[src/rtl/dual_issue_scheduler_pkg.sv]
// Shared definitions for the dual-issue scheduler: instruction encodings,
// FSM state encoding and the per-slot register-usage record.
package dual_issue_scheduler_pkg;

  localparam logic [5:0] OP_RTYPE = 6'h00;
  localparam logic [5:0] OP_ADDI  = 6'h08;
  localparam logic [5:0] OP_LW    = 6'h23;
  localparam logic [5:0] OP_SW    = 6'h2b;
  localparam logic [5:0] OP_BEQ   = 6'h04;
  localparam logic [5:0] OP_BNE   = 6'h05;
  localparam logic [5:0] OP_J     = 6'h02;
  localparam logic [5:0] OP_JAL   = 6'h03;
  localparam logic [5:0] FUNCT_JR = 6'h08;
  localparam logic [4:0] REG_RA   = 5'd31;

  typedef enum logic {
    S_PAIR   = 1'b0,
    S_SECOND = 1'b1
  } state_t;

  typedef struct packed {
    logic [4:0] dest;
    logic       dest_en;
    logic [4:0] src_a;
    logic       src_a_en;
    logic [4:0] src_b;
    logic       src_b_en;
    logic       is_mem;
    logic       is_load;
    logic       is_ctrl;
  } usage_t;

  // Enables already exclude register 0, so a plain compare is hazard-safe.
  function automatic logic reads_reg(usage_t u, logic [4:0] r);
    return (u.src_a_en && (u.src_a == r)) || (u.src_b_en && (u.src_b == r));
  endfunction

endpackage

[src/rtl/dual_issue_scheduler_if.sv]
// Fetch-pair handshake, lane issue signals and performance counters
// between the fetch pair buffer and the scheduler.
interface dual_issue_scheduler_if #(parameter int CNT_W = 16);
  logic             in_valid;
  logic             in_ready;
  logic [5:0]       opcode1, funct1, opcode2, funct2;
  logic [4:0]       rs1, rt1, rd1, rs2, rt2, rd2;
  logic             stall_in;
  logic             flush;
  logic             laneA_valid;
  logic             laneA_sel;
  logic             laneB_valid;
  logic             bubble;
  logic [CNT_W-1:0] pair_cnt, split_cnt, bubble_cnt;

  modport master (
    output in_valid, opcode1, funct1, rs1, rt1, rd1,
           opcode2, funct2, rs2, rt2, rd2, stall_in, flush,
    input  in_ready, laneA_valid, laneA_sel, laneB_valid, bubble,
           pair_cnt, split_cnt, bubble_cnt
  );

  modport slave (
    input  in_valid, opcode1, funct1, rs1, rt1, rd1,
           opcode2, funct2, rs2, rt2, rd2, stall_in, flush,
    output in_ready, laneA_valid, laneA_sel, laneB_valid, bubble,
           pair_cnt, split_cnt, bubble_cnt
  );
endinterface

[src/rtl/dual_issue_scheduler_reg_usage_decode.sv]
// Combinational register-usage decode of one instruction slot: which
// register it writes, which it reads, and its memory/control class.
module reg_usage_decode
  import dual_issue_scheduler_pkg::*;
(
  input  logic [5:0] opcode,
  input  logic [5:0] funct,
  input  logic [4:0] rs,
  input  logic [4:0] rt,
  input  logic [4:0] rd,
  output logic [4:0] dest,
  output logic       dest_en,
  output logic [4:0] src_a,
  output logic       src_a_en,
  output logic [4:0] src_b,
  output logic       src_b_en,
  output logic       is_mem,
  output logic       is_load,
  output logic       is_ctrl
);
  logic wr_en, rd_a_en, rd_b_en;

  assign src_a = rs;
  assign src_b = rt;

  always_comb begin
    // NOTE: every output gets a default first so no path can infer a latch.
    dest    = '0;
    wr_en   = 1'b0;
    rd_a_en = 1'b0;
    rd_b_en = 1'b0;
    is_mem  = 1'b0;
    is_load = 1'b0;
    is_ctrl = 1'b0;
    case (opcode)
      OP_RTYPE: begin
        rd_a_en = 1'b1;
        if (funct == FUNCT_JR) begin
          is_ctrl = 1'b1;
        end else begin
          dest    = rd;
          wr_en   = 1'b1;
          rd_b_en = 1'b1;
        end
      end
      OP_ADDI: begin
        dest    = rt;
        wr_en   = 1'b1;
        rd_a_en = 1'b1;
      end
      OP_LW: begin
        dest    = rt;
        wr_en   = 1'b1;
        rd_a_en = 1'b1;
        is_mem  = 1'b1;
        is_load = 1'b1;
      end
      OP_SW: begin
        rd_a_en = 1'b1;
        rd_b_en = 1'b1;
        is_mem  = 1'b1;
      end
      OP_BEQ, OP_BNE: begin
        rd_a_en = 1'b1;
        rd_b_en = 1'b1;
        is_ctrl = 1'b1;
      end
      OP_J:   is_ctrl = 1'b1;
      OP_JAL: begin
        dest    = REG_RA;
        wr_en   = 1'b1;
        is_ctrl = 1'b1;
      end
      default: ;
    endcase
  end

  // Register 0 is hardwired, so it never takes part in a hazard.
  assign dest_en  = wr_en   && (dest  != 5'd0);
  assign src_a_en = rd_a_en && (rs    != 5'd0);
  assign src_b_en = rd_b_en && (rt    != 5'd0);
endmodule

[src/rtl/dual_issue_scheduler.sv]
// Dual-issue scheduler: issues the fetched pair together, split over two
// cycles, or inserts a load-use bubble; keeps wrap-around perf counters.
module dual_issue_scheduler
  import dual_issue_scheduler_pkg::*;
#(
  parameter int CNT_W = 16
) (
  input logic                  clk,
  input logic                  rst,
  dual_issue_scheduler_if.slave bus
);
  usage_t u1, u2;

  reg_usage_decode dec1 (
    .opcode(bus.opcode1), .funct(bus.funct1), .rs(bus.rs1), .rt(bus.rt1), .rd(bus.rd1),
    .dest(u1.dest), .dest_en(u1.dest_en), .src_a(u1.src_a), .src_a_en(u1.src_a_en),
    .src_b(u1.src_b), .src_b_en(u1.src_b_en), .is_mem(u1.is_mem), .is_load(u1.is_load),
    .is_ctrl(u1.is_ctrl)
  );

  reg_usage_decode dec2 (
    .opcode(bus.opcode2), .funct(bus.funct2), .rs(bus.rs2), .rt(bus.rt2), .rd(bus.rd2),
    .dest(u2.dest), .dest_en(u2.dest_en), .src_a(u2.src_a), .src_a_en(u2.src_a_en),
    .src_b(u2.src_b), .src_b_en(u2.src_b_en), .is_mem(u2.is_mem), .is_load(u2.is_load),
    .is_ctrl(u2.is_ctrl)
  );

  state_t           state, next_state;
  logic             ld_valid;
  logic [4:0]       ld_dest;
  logic [CNT_W-1:0] pair_cnt, split_cnt, bubble_cnt;

  logic haz1, haz2, conflict, ld1, ld2;
  logic a_valid, a_sel, b_valid, ready, bub, ld_hit;
  logic [4:0] ld_hit_dest;

  assign haz1 = ld_valid && reads_reg(u1, ld_dest);
  assign haz2 = ld_valid && reads_reg(u2, ld_dest);
  assign ld1  = u1.is_load && u1.dest_en;
  assign ld2  = u2.is_load && u2.dest_en;
  assign conflict = (u1.dest_en && (reads_reg(u2, u1.dest) ||
                                    (u2.dest_en && (u2.dest == u1.dest))))
                  || (u1.is_mem && u2.is_mem) || u1.is_ctrl;

  always_comb begin
    a_valid     = 1'b0;
    a_sel       = 1'b0;
    b_valid     = 1'b0;
    ready       = 1'b0;
    bub         = 1'b0;
    ld_hit      = 1'b0;
    ld_hit_dest = ld_dest;
    next_state  = state;
    if (bus.flush) begin
      ready      = 1'b1;
      next_state = S_PAIR;
    end else if (!bus.stall_in) begin
      case (state)
        S_PAIR: if (bus.in_valid) begin
          if (haz1) begin
            bub = 1'b1;
          end else if (!conflict && !haz2) begin
            a_valid     = 1'b1;
            b_valid     = 1'b1;
            ready       = 1'b1;
            ld_hit      = ld1 || ld2;
            ld_hit_dest = ld1 ? u1.dest : u2.dest;
          end else begin
            a_valid     = 1'b1;
            next_state  = S_SECOND;
            ld_hit      = ld1;
            ld_hit_dest = u1.dest;
          end
        end
        S_SECOND: begin
          if (haz2) begin
            bub = 1'b1;
          end else begin
            a_valid     = 1'b1;
            a_sel       = 1'b1;
            ready       = 1'b1;
            next_state  = S_PAIR;
            ld_hit      = ld2;
            ld_hit_dest = u2.dest;
          end
        end
        default: next_state = S_PAIR;
      endcase
    end
  end

  always_ff @(posedge clk) begin
    if (rst) begin
      state      <= S_PAIR;
      ld_valid   <= 1'b0;
      ld_dest    <= '0;
      pair_cnt   <= '0;
      split_cnt  <= '0;
      bubble_cnt <= '0;
    end else if (bus.flush) begin
      state    <= S_PAIR;
      ld_valid <= 1'b0;
    end else if (!bus.stall_in) begin
      // NOTE: sequential state uses non-blocking assignments only.
      state    <= next_state;
      ld_valid <= ld_hit;
      ld_dest  <= ld_hit_dest;
      if (a_valid && b_valid) pair_cnt   <= pair_cnt + 1'b1;
      if (a_valid && a_sel)   split_cnt  <= split_cnt + 1'b1;
      if (bub)                bubble_cnt <= bubble_cnt + 1'b1;
    end
  end

  assign bus.laneA_valid = a_valid;
  assign bus.laneA_sel   = a_sel;
  assign bus.laneB_valid = b_valid;
  assign bus.in_ready    = ready;
  assign bus.bubble      = bub;
  assign bus.pair_cnt    = pair_cnt;
  assign bus.split_cnt   = split_cnt;
  assign bus.bubble_cnt  = bubble_cnt;
endmodule
[src/flat_wrapper.sv]
// flat-port wrapper written by rule: the top's interface ports become plain ports
module dual_issue_scheduler_flat import dual_issue_scheduler_pkg::*;
#(
  parameter int CNT_W = 16
)
  (clk, rst, bus_in_valid, bus_opcode1, bus_funct1, bus_rs1, bus_rt1, bus_rd1, bus_opcode2, bus_funct2, bus_rs2, bus_rt2, bus_rd2, bus_stall_in, bus_flush, bus_in_ready, bus_laneA_valid, bus_laneA_sel, bus_laneB_valid, bus_bubble, bus_pair_cnt, bus_split_cnt, bus_bubble_cnt);
  dual_issue_scheduler_if #(.CNT_W(CNT_W)) bus_i ();
  input logic clk;
  input logic rst;
  input wire logic [$bits(bus_i.in_valid)-1:0] bus_in_valid;
  input wire logic [$bits(bus_i.opcode1)-1:0] bus_opcode1;
  input wire logic [$bits(bus_i.funct1)-1:0] bus_funct1;
  input wire logic [$bits(bus_i.rs1)-1:0] bus_rs1;
  input wire logic [$bits(bus_i.rt1)-1:0] bus_rt1;
  input wire logic [$bits(bus_i.rd1)-1:0] bus_rd1;
  input wire logic [$bits(bus_i.opcode2)-1:0] bus_opcode2;
  input wire logic [$bits(bus_i.funct2)-1:0] bus_funct2;
  input wire logic [$bits(bus_i.rs2)-1:0] bus_rs2;
  input wire logic [$bits(bus_i.rt2)-1:0] bus_rt2;
  input wire logic [$bits(bus_i.rd2)-1:0] bus_rd2;
  input wire logic [$bits(bus_i.stall_in)-1:0] bus_stall_in;
  input wire logic [$bits(bus_i.flush)-1:0] bus_flush;
  output wire logic [$bits(bus_i.in_ready)-1:0] bus_in_ready;
  output wire logic [$bits(bus_i.laneA_valid)-1:0] bus_laneA_valid;
  output wire logic [$bits(bus_i.laneA_sel)-1:0] bus_laneA_sel;
  output wire logic [$bits(bus_i.laneB_valid)-1:0] bus_laneB_valid;
  output wire logic [$bits(bus_i.bubble)-1:0] bus_bubble;
  output wire logic [$bits(bus_i.pair_cnt)-1:0] bus_pair_cnt;
  output wire logic [$bits(bus_i.split_cnt)-1:0] bus_split_cnt;
  output wire logic [$bits(bus_i.bubble_cnt)-1:0] bus_bubble_cnt;
  assign bus_i.in_valid = bus_in_valid;
  assign bus_i.opcode1 = bus_opcode1;
  assign bus_i.funct1 = bus_funct1;
  assign bus_i.rs1 = bus_rs1;
  assign bus_i.rt1 = bus_rt1;
  assign bus_i.rd1 = bus_rd1;
  assign bus_i.opcode2 = bus_opcode2;
  assign bus_i.funct2 = bus_funct2;
  assign bus_i.rs2 = bus_rs2;
  assign bus_i.rt2 = bus_rt2;
  assign bus_i.rd2 = bus_rd2;
  assign bus_i.stall_in = bus_stall_in;
  assign bus_i.flush = bus_flush;
  assign bus_in_ready = bus_i.in_ready;
  assign bus_laneA_valid = bus_i.laneA_valid;
  assign bus_laneA_sel = bus_i.laneA_sel;
  assign bus_laneB_valid = bus_i.laneB_valid;
  assign bus_bubble = bus_i.bubble;
  assign bus_pair_cnt = bus_i.pair_cnt;
  assign bus_split_cnt = bus_i.split_cnt;
  assign bus_bubble_cnt = bus_i.bubble_cnt;
  dual_issue_scheduler #(.CNT_W(CNT_W)) u_core (.clk(clk), .rst(rst), .bus(bus_i));
endmodule
[config.mk]
export PLATFORM = sky130hd
export DESIGN_NAME = dual_issue_scheduler_flat
export DESIGN_NICKNAME = d
export VERILOG_FILES = /design/src/rtl/dual_issue_scheduler_pkg.sv /design/src/rtl/dual_issue_scheduler_if.sv /design/src/rtl/dual_issue_scheduler_reg_usage_decode.sv /design/src/rtl/dual_issue_scheduler.sv /design/src/flat_wrapper.sv
export SDC_FILE = /design/constraint.sdc
export NUM_CORES = 1
export LEC_CHECK = 0
export ABC_AREA = 1
export BUFFER_PORTS_ARGS = -buffer_cell sky130_fd_sc_hd__buf_4
export CORE_MARGIN = 2
export CORE_UTILIZATION = 58
export DETAILED_ROUTE_END_ITERATION = 12
export MAX_ROUTING_LAYER = met4
export PLACE_DENSITY = 0.86
export REMOVE_ABC_BUFFERS = 1
export SYNTH_ARGS = -nofsm -noshare
export SYNTH_HDL_FRONTEND = slang
export SYNTH_SLANG_ARGS = --single-unit
[constraint.sdc]
create_clock -name clk -period 4.4 [get_ports clk]
set_clock_uncertainty 0.05 [all_clocks]
set_input_delay 0.66 -clock clk [delete_from_list [all_inputs] [get_ports clk]]
set_output_delay 0.66 -clock clk [all_outputs]
set_load 0.1 [all_outputs]
* Yosys cells after proc, flatten, opt, wreduce, memory -nomap -nowiden
Cells that the tools add are included.
** Storage, ports and cells
- Memory bits (writable) :: 0
- Bits in registers :: 55
- Input bits :: 59
- Bits in latches :: 0
- Memory bits (read-only) :: 0
- Output and inout bits :: 53
- Memories kept :: 0
- Logic and storage cells :: 149
** Operators by class
- Shifts and indexed selects :: 0
- Reductions and logical operators :: 55
- Magnitude comparators :: 0
- Equal/unequal tests :: 25
- Add/sub/neg operators :: 3
- Divide/modulo/power cells :: 0
- Muxes and demuxes :: 57
- Bitwise gates (word level) :: 3
- Multipliers :: 0
** Operators by type and width (count)
- $add 16x1->16 const B :: 3
- $mux 1 :: 37
- $eq 5x5->1 :: 7
- $mux 5 :: 7
- $pmux 5 s3 :: 2
- $reduce_bool 5->1 :: 6
- $eq 6x3->1 const B :: 4
- $eq 6x4->1 const B :: 4
- $eq 6x6->1 const B :: 4
- $logic_and 1x1->1 :: 22
- $pmux 1 s2 :: 10
- $eq 6x2->1 const B :: 3
- $logic_not 6->1 :: 2
- $reduce_or 3->1 :: 4
- $reduce_or 6->1 :: 2
- $pmux 5 s2 :: 1
- $reduce_or 2->1 :: 5
- $reduce_and 3->1 :: 3
- $logic_or 1x1->1 :: 7
- $ne 2x2->1 const B :: 3
- $reduce_and 5->1 :: 1
- $reduce_or 4->1 :: 1
- $not 1->1 :: 3
- $logic_not 1->1 :: 2

* Longest topological paths before layout
- Depth after elaboration :: 20
- Depth in mapped cells :: 18

* Hierarchy
From an unflattened synthesis, not the netlist that was laid out.
** Unflattened totals
- Cell total of the unflattened synthesis :: 738
- Area, all modules :: 4667.0 um2
** Modules (own cells, without submodules)
- dual_issue_scheduler :: seq. area each 1101.1 um2, cells each 604, instances 1, area an instance 3908.7 um2
- reg_usage_decode :: seq. area each 0.0 um2, cells each 67, instances 2, area an instance 379.1 um2

* Worst setup path before layout
OpenSTA, ideal clock, no wires.
- Path kind :: input to output
- Start :: input bus_funct2[2]
- End :: output bus_in_ready
- Path slack :: 1.036 ns
- Cell stages on the path :: 13
- Buffers on the path :: 0
- Arrival :: 2.654 ns
- Path through :: nor2_1 -> nand3_1 -> nor2b_2 -> nor2_1 -> nor2_1 -> nand2_1 -> nand2_2 -> a21oi_1 -> and3_1 -> nand3_1 -> nand2_1 -> nand2_1 -> nand2_1
** On the way
- Longest elaborated chain between the ends :: 18
- Elaborated cells on any way between the ends :: 30
** Ends and longest elaborated chain
- start: declaration :: RTL line flat_wrapper.sv:17 : input wire logic [$bits(bus_i.funct2)-1:0] bus_funct2;
- $eq 6x4->1 * :: RTL line dual_issue_scheduler_reg_usage_decode.sv:38 : if (funct == FUNCT_JR) begin
- $mux 5 or $mux 1 (tied branches) :: RTL line dual_issue_scheduler_reg_usage_decode.sv:38
- $pmux 5 s3 or $pmux 1 s2 (tied branches) :: RTL line dual_issue_scheduler_reg_usage_decode.sv:35 : case (opcode)
- $reduce_bool 5->1 or $logic_and 1x1->1 (tied branches) :: RTL line dual_issue_scheduler_reg_usage_decode.sv:79, dual_issue_scheduler_reg_usage_decode.sv:81
- $logic_and 1x1->1, on equally long branches :: RTL line dual_issue_scheduler_reg_usage_decode.sv:79, dual_issue_scheduler_pkg.sv:35
- $logic_and 1x1->1 or $logic_or 1x1->1 (tied branches) :: RTL line dual_issue_scheduler.sv:42, dual_issue_scheduler_pkg.sv:35
- $logic_or 1x1->1 :: RTL line dual_issue_scheduler.sv:41 : assign conflict = (u1.dest_en && (reads_reg(u2, u1.dest) ||
- $logic_and 1x1->1 :: RTL line dual_issue_scheduler.sv:41
- $logic_or 1x1->1 (2 in a row) :: RTL line dual_issue_scheduler.sv:43 : || (u1.is_mem && u2.is_mem) || u1.is_ctrl;
- $logic_not 1->1 :: RTL line dual_issue_scheduler.sv:62 : end else if (!conflict && !haz2) begin
- $logic_and 1x1->1 :: RTL line dual_issue_scheduler.sv:62
- $mux 1 :: RTL line dual_issue_scheduler.sv:62
- $mux 1 :: RTL line dual_issue_scheduler.sv:60 : if (haz1) begin
- $mux 1 :: RTL line dual_issue_scheduler.sv:59 : S_PAIR: if (bus.in_valid) begin
- $pmux 1 s2 * :: RTL line dual_issue_scheduler.sv:58 : case (state)
- $mux 1 * :: RTL line dual_issue_scheduler.sv:57 : end else if (!bus.stall_in) begin
- $mux 1 * :: RTL line dual_issue_scheduler.sv:54 : if (bus.flush) begin
- end: declaration :: RTL line flat_wrapper.sv:23 : output wire logic [$bits(bus_i.in_ready)-1:0] bus_in_ready;
Mark *: on every way between the ends. The rest lies on a longest branch, timed or not.

* Worst setup path after layout
- Start :: input bus_opcode2[0]
- End :: output bus_laneB_valid
** On the way
- Longest elaborated chain between the ends :: 18
- Elaborated cells on any way between the ends :: 44
** Ends and longest elaborated chain
- start: declaration :: RTL line flat_wrapper.sv:16 : input wire logic [$bits(bus_i.opcode2)-1:0] bus_opcode2;
- $eq 6x6->1, or another cell as far along :: RTL line dual_issue_scheduler_reg_usage_decode.sv:35
- $reduce_or 2->1 (no source line), or another cell as far along
- $pmux 5 s3, or another cell as far along :: RTL line dual_issue_scheduler_reg_usage_decode.sv:35
- $reduce_bool 5->1, or another cell as far along :: RTL line dual_issue_scheduler_reg_usage_decode.sv:79 : assign dest_en = wr_en && (dest != 5'd0);
- $logic_and 1x1->1, on equally long branches :: RTL line dual_issue_scheduler_reg_usage_decode.sv:79, dual_issue_scheduler_pkg.sv:35
- $logic_and 1x1->1 or $logic_or 1x1->1 (tied branches) :: RTL line dual_issue_scheduler.sv:42, dual_issue_scheduler_pkg.sv:35
- $logic_or 1x1->1 :: RTL line dual_issue_scheduler.sv:41
- $logic_and 1x1->1 :: RTL line dual_issue_scheduler.sv:41
- $logic_or 1x1->1 (2 in a row) :: RTL line dual_issue_scheduler.sv:43
- $logic_not 1->1 :: RTL line dual_issue_scheduler.sv:62
- $logic_and 1x1->1 * :: RTL line dual_issue_scheduler.sv:62
- $mux 1 * :: RTL line dual_issue_scheduler.sv:62
- $mux 1 * :: RTL line dual_issue_scheduler.sv:60
- $mux 1 * :: RTL line dual_issue_scheduler.sv:59
- $mux 1 * :: RTL line dual_issue_scheduler.sv:58
- $mux 1 * :: RTL line dual_issue_scheduler.sv:57
- $mux 1 * :: RTL line dual_issue_scheduler.sv:54
- end: declaration :: RTL line flat_wrapper.sv:26 : output wire logic [$bits(bus_i.laneB_valid)-1:0] bus_laneB_valid;
Marked as above.

==> summary.txt <==
Timing
  • RSZ-0062 raised after global routing: no
  • F_max: 276 MHz
  • Final hold vios: 0
  • Final setup fails: 0
  • Setup TNS Final: 0 ns
  • Slew Viols, Final: 0
  • Worst-margin pin slew: 0.763 ns
  • Min Tclk post-route: 3.62 ns
  • Setup WS post-layout: 0.776 ns
  • WHS: 0.424 ns
  • Slew margin rel.: 0.491
  • Fin crit share: 0.824

Job
  • Max_cap viols: 0

Clock network
  • CTS root buf: clkbuf_8
  • CTS Hold Bufs: 0
  • Clk sinks: 55
  • Worst-path clk slew: 0.10 ns
  • H-Tree Depth: 2
  • CTS tree: yes
  • Maximum number of buffers from clock root to sink: 2
  • Post-cts resize count: 0
  • Worst skew pair latency: 0.31 ns
  • Post-CTS Setup Bufs: 0
  • CTS Buf Count: 5

Worst setup path
  • Setup crit end kind: output port
  • Worst Path Required: 3.69 ns
  • Worst R2R Start: u_core.ld_dest[1]
  • R2R Setup Slk: 1.88 ns
  • CP Data Arrival Time: 2.91 ns
  • Worst Reg-to-Reg Cells: 14
  • Crit start category: primary input
  • Crit. Startpoint: bus_opcode2[0]
  • Worst Setup Path Type: in2out
  • Reg2reg end: u_core.bus.pair_cnt[6]
  • Worst-path fanout max: 17

Place
  • Port Buffers: 111
  • Placed cell area: 5250 sq um
  • Setup WS pre-CTS: 0.795 ns
  • Routability cong.: 1.06
  • Hpwl dp: 9.39 mm

Worst hold path
  • Hold Crit Endpoint: u_core.bus.split_cnt[4]
  • Min-Delay Path Depth: 2
  • Worst hold path type: reg2reg
  • Min-Delay Startpoint: u_core.bus.split_cnt[4]

Power and ir drop
  • VDD IR max: 0.132 mV
  • Static leakage: 2.39 nW
  • Power Total: 1.01 mW
  • PD cells: 188 nW/um^2

Final layout
  • Post-route design area: 5340 sq um
  • Diode count: 0
  • Fraction of layout cells with a size suffix above 1: 0.240
  • Commonest non-fill, non-tap cell in the layout: nand2_1
  • Final net count: 857
  • Most frequent cells in the layout: nand2_1 (146), buf_4 (111), inv_1 (80), nor2_1 (80), nand3_1 (62)
  • Layout area overhead: 22.2%

Routing
  • DRT iter0 DRCs: 253
  • DR pass1 iterations: 5
  • Vias: 4898
  • Final WL: 11.8 mm
  • # DRC: 0
  • Avg WL per Cell: 13.1 microns
  • Via-per-instance ratio: 5.47
  • Remaining antenna violation count after routing: 0

Global route
  • Initial antenna violation count: 0
  • Largest net degree at the start of global routing: 30
  • Gr ovfl total: 0
  • First-pass GRT wire length: 19.9 mm
  • Vias in the first global route: 4556
  • Total GRT Usage: 0.294

Synth
  • Synth Instances: 689
  • Library cells used by synthesis: 44
  • Syn avg cell area: 6.34 sq um
  • Warnings, synthesis: 0
  • Synth Cell Area: 4370 sq um
  • Seq cells post-synth: 55
  • Seq/Total Area, Yosys: 0.252

Status
  • Status: finished clean

Die
  • Initial Util: 0.600
  • Core Box Area: 7290 sq um
  • Die area: 8250 sq um
  • Die Height: 90.8 microns
  • Row count: 31
  • Die Span X: 90.8 microns
  • # IOs: 112
-- cell families after synthesis --
kind of cell             share of synthesized area
AND/OR/NAND/NOR                              0.477
buffers and inverters                       0.0979
AO/OA/AOI/OAI                                0.101
flip-flops                                   0.252
XOR/XNOR                                    0.0641
adder cells (fa/ha/maj)                    0.00859
-- cell type report --
| cell class | instances | area, sq um |
|---|---|---|
| tap | 99 | 124 |
| clock inverter | 2 | 16.3 |
| fill | 642 | 1950 |
| inverter | 92 | 350 |
| clock buffer | 6 | 72.6 |
| sequential | 55 | 1100 |
| timing repair buffer | 111 | 833 |
| multi-input combinational | 530 | 2840 |
-- synthesized netlist by cell type, drive strengths merged --
cell type	number	share of area
nand2	168	0.16
nor2	90	0.091
inv	88	0.076
nand3	79	0.11
dfxtp	55	0.25
a21oi	48	0.063
nand4	36	0.058
nor3	25	0.029
o21ai	20	0.023
xor2	20	0.040
xnor2	12	0.024
buf	9	0.014
nor4	7	0.010
and3	5	0.0072
clkinv	4	0.0040
o21bai	4	0.0069
or2	4	0.0057
ha	3	0.0086
o21a	3	0.0052
clkbuf	2	0.0017
nor2b	2	0.0034
a31oi	1	0.0014
dlygate4sd1	1	0.0020
nand2b	1	0.0014
nand3b	1	0.0017
o211ai	1	0.0017
-- how the worst max path moves through the flow --
| stage | slack [ns] | to | cells after the start |
|---|---|---|---|
| floorplan | 1.04 | bus_in_ready | 13 |
| global placement | 0.82 | bus_laneB_valid | 13 |
| detailed placement | 0.80 | bus_laneB_valid | 13 |
| CTS | 0.79 | bus_laneB_valid | 13 |
| global route | 0.61 | bus_laneB_valid | 12 |
| finish | 0.78 | bus_laneB_valid | 13 |
-- report_power, final --
| group | total, mW | internal (mW) | switching (mW) | leakage, nW |
|---|---|---|---|---|
| Clock | 0.281 | 0.115 | 0.166 | 0.0418 |
| Combinational | 0.214 | 0.0810 | 0.133 | 1.90 |
| Sequential | 0.510 | 0.502 | 0.00803 | 0.444 |
| Total | 1.01 | 0.698 | 0.308 | 2.39 |
-- registers in the layout, indices dropped and copies added (netlist names) --
name                   flops
u_core.state               1
u_core.ld_dest             5
u_core.ld_valid            1
u_core.bus.pair_cnt       16
u_core.bus.split_cnt      16
u_core.bus.bubble_cnt     16
-- routing by layer --
layer  part of all wire  up-vias  track usage
met3              0.055       31       0.0467
met5                  0        -            -
met2               0.49      176        0.499
met4              0.025        0        0.114
li1                   -     2473            -
met1               0.43     2218        0.349
-- metrics by stage --
stage,utilization,cells
after detailed placement,0.720,887
after global placement,0.720,887
after floorplan,-,677
after global routing,0.732,895
after CTS,0.732,895
final,0.732,895
-- worst max-delay path, stage by stage --
cell	delay [ns]
buf_4	0.12
nand2_1	0.06
inv_1	0.07
nand3_1	0.15
nand2_2	0.12
nor2_1	0.18
nor2_1	0.08
nand2_1	0.08
nand2_2	0.07
a21oi_1	0.37
nand4_4	0.32
inv_4	0.29
buf_4	0.34
No activity file was read; power rests on OpenSTA's default activity.
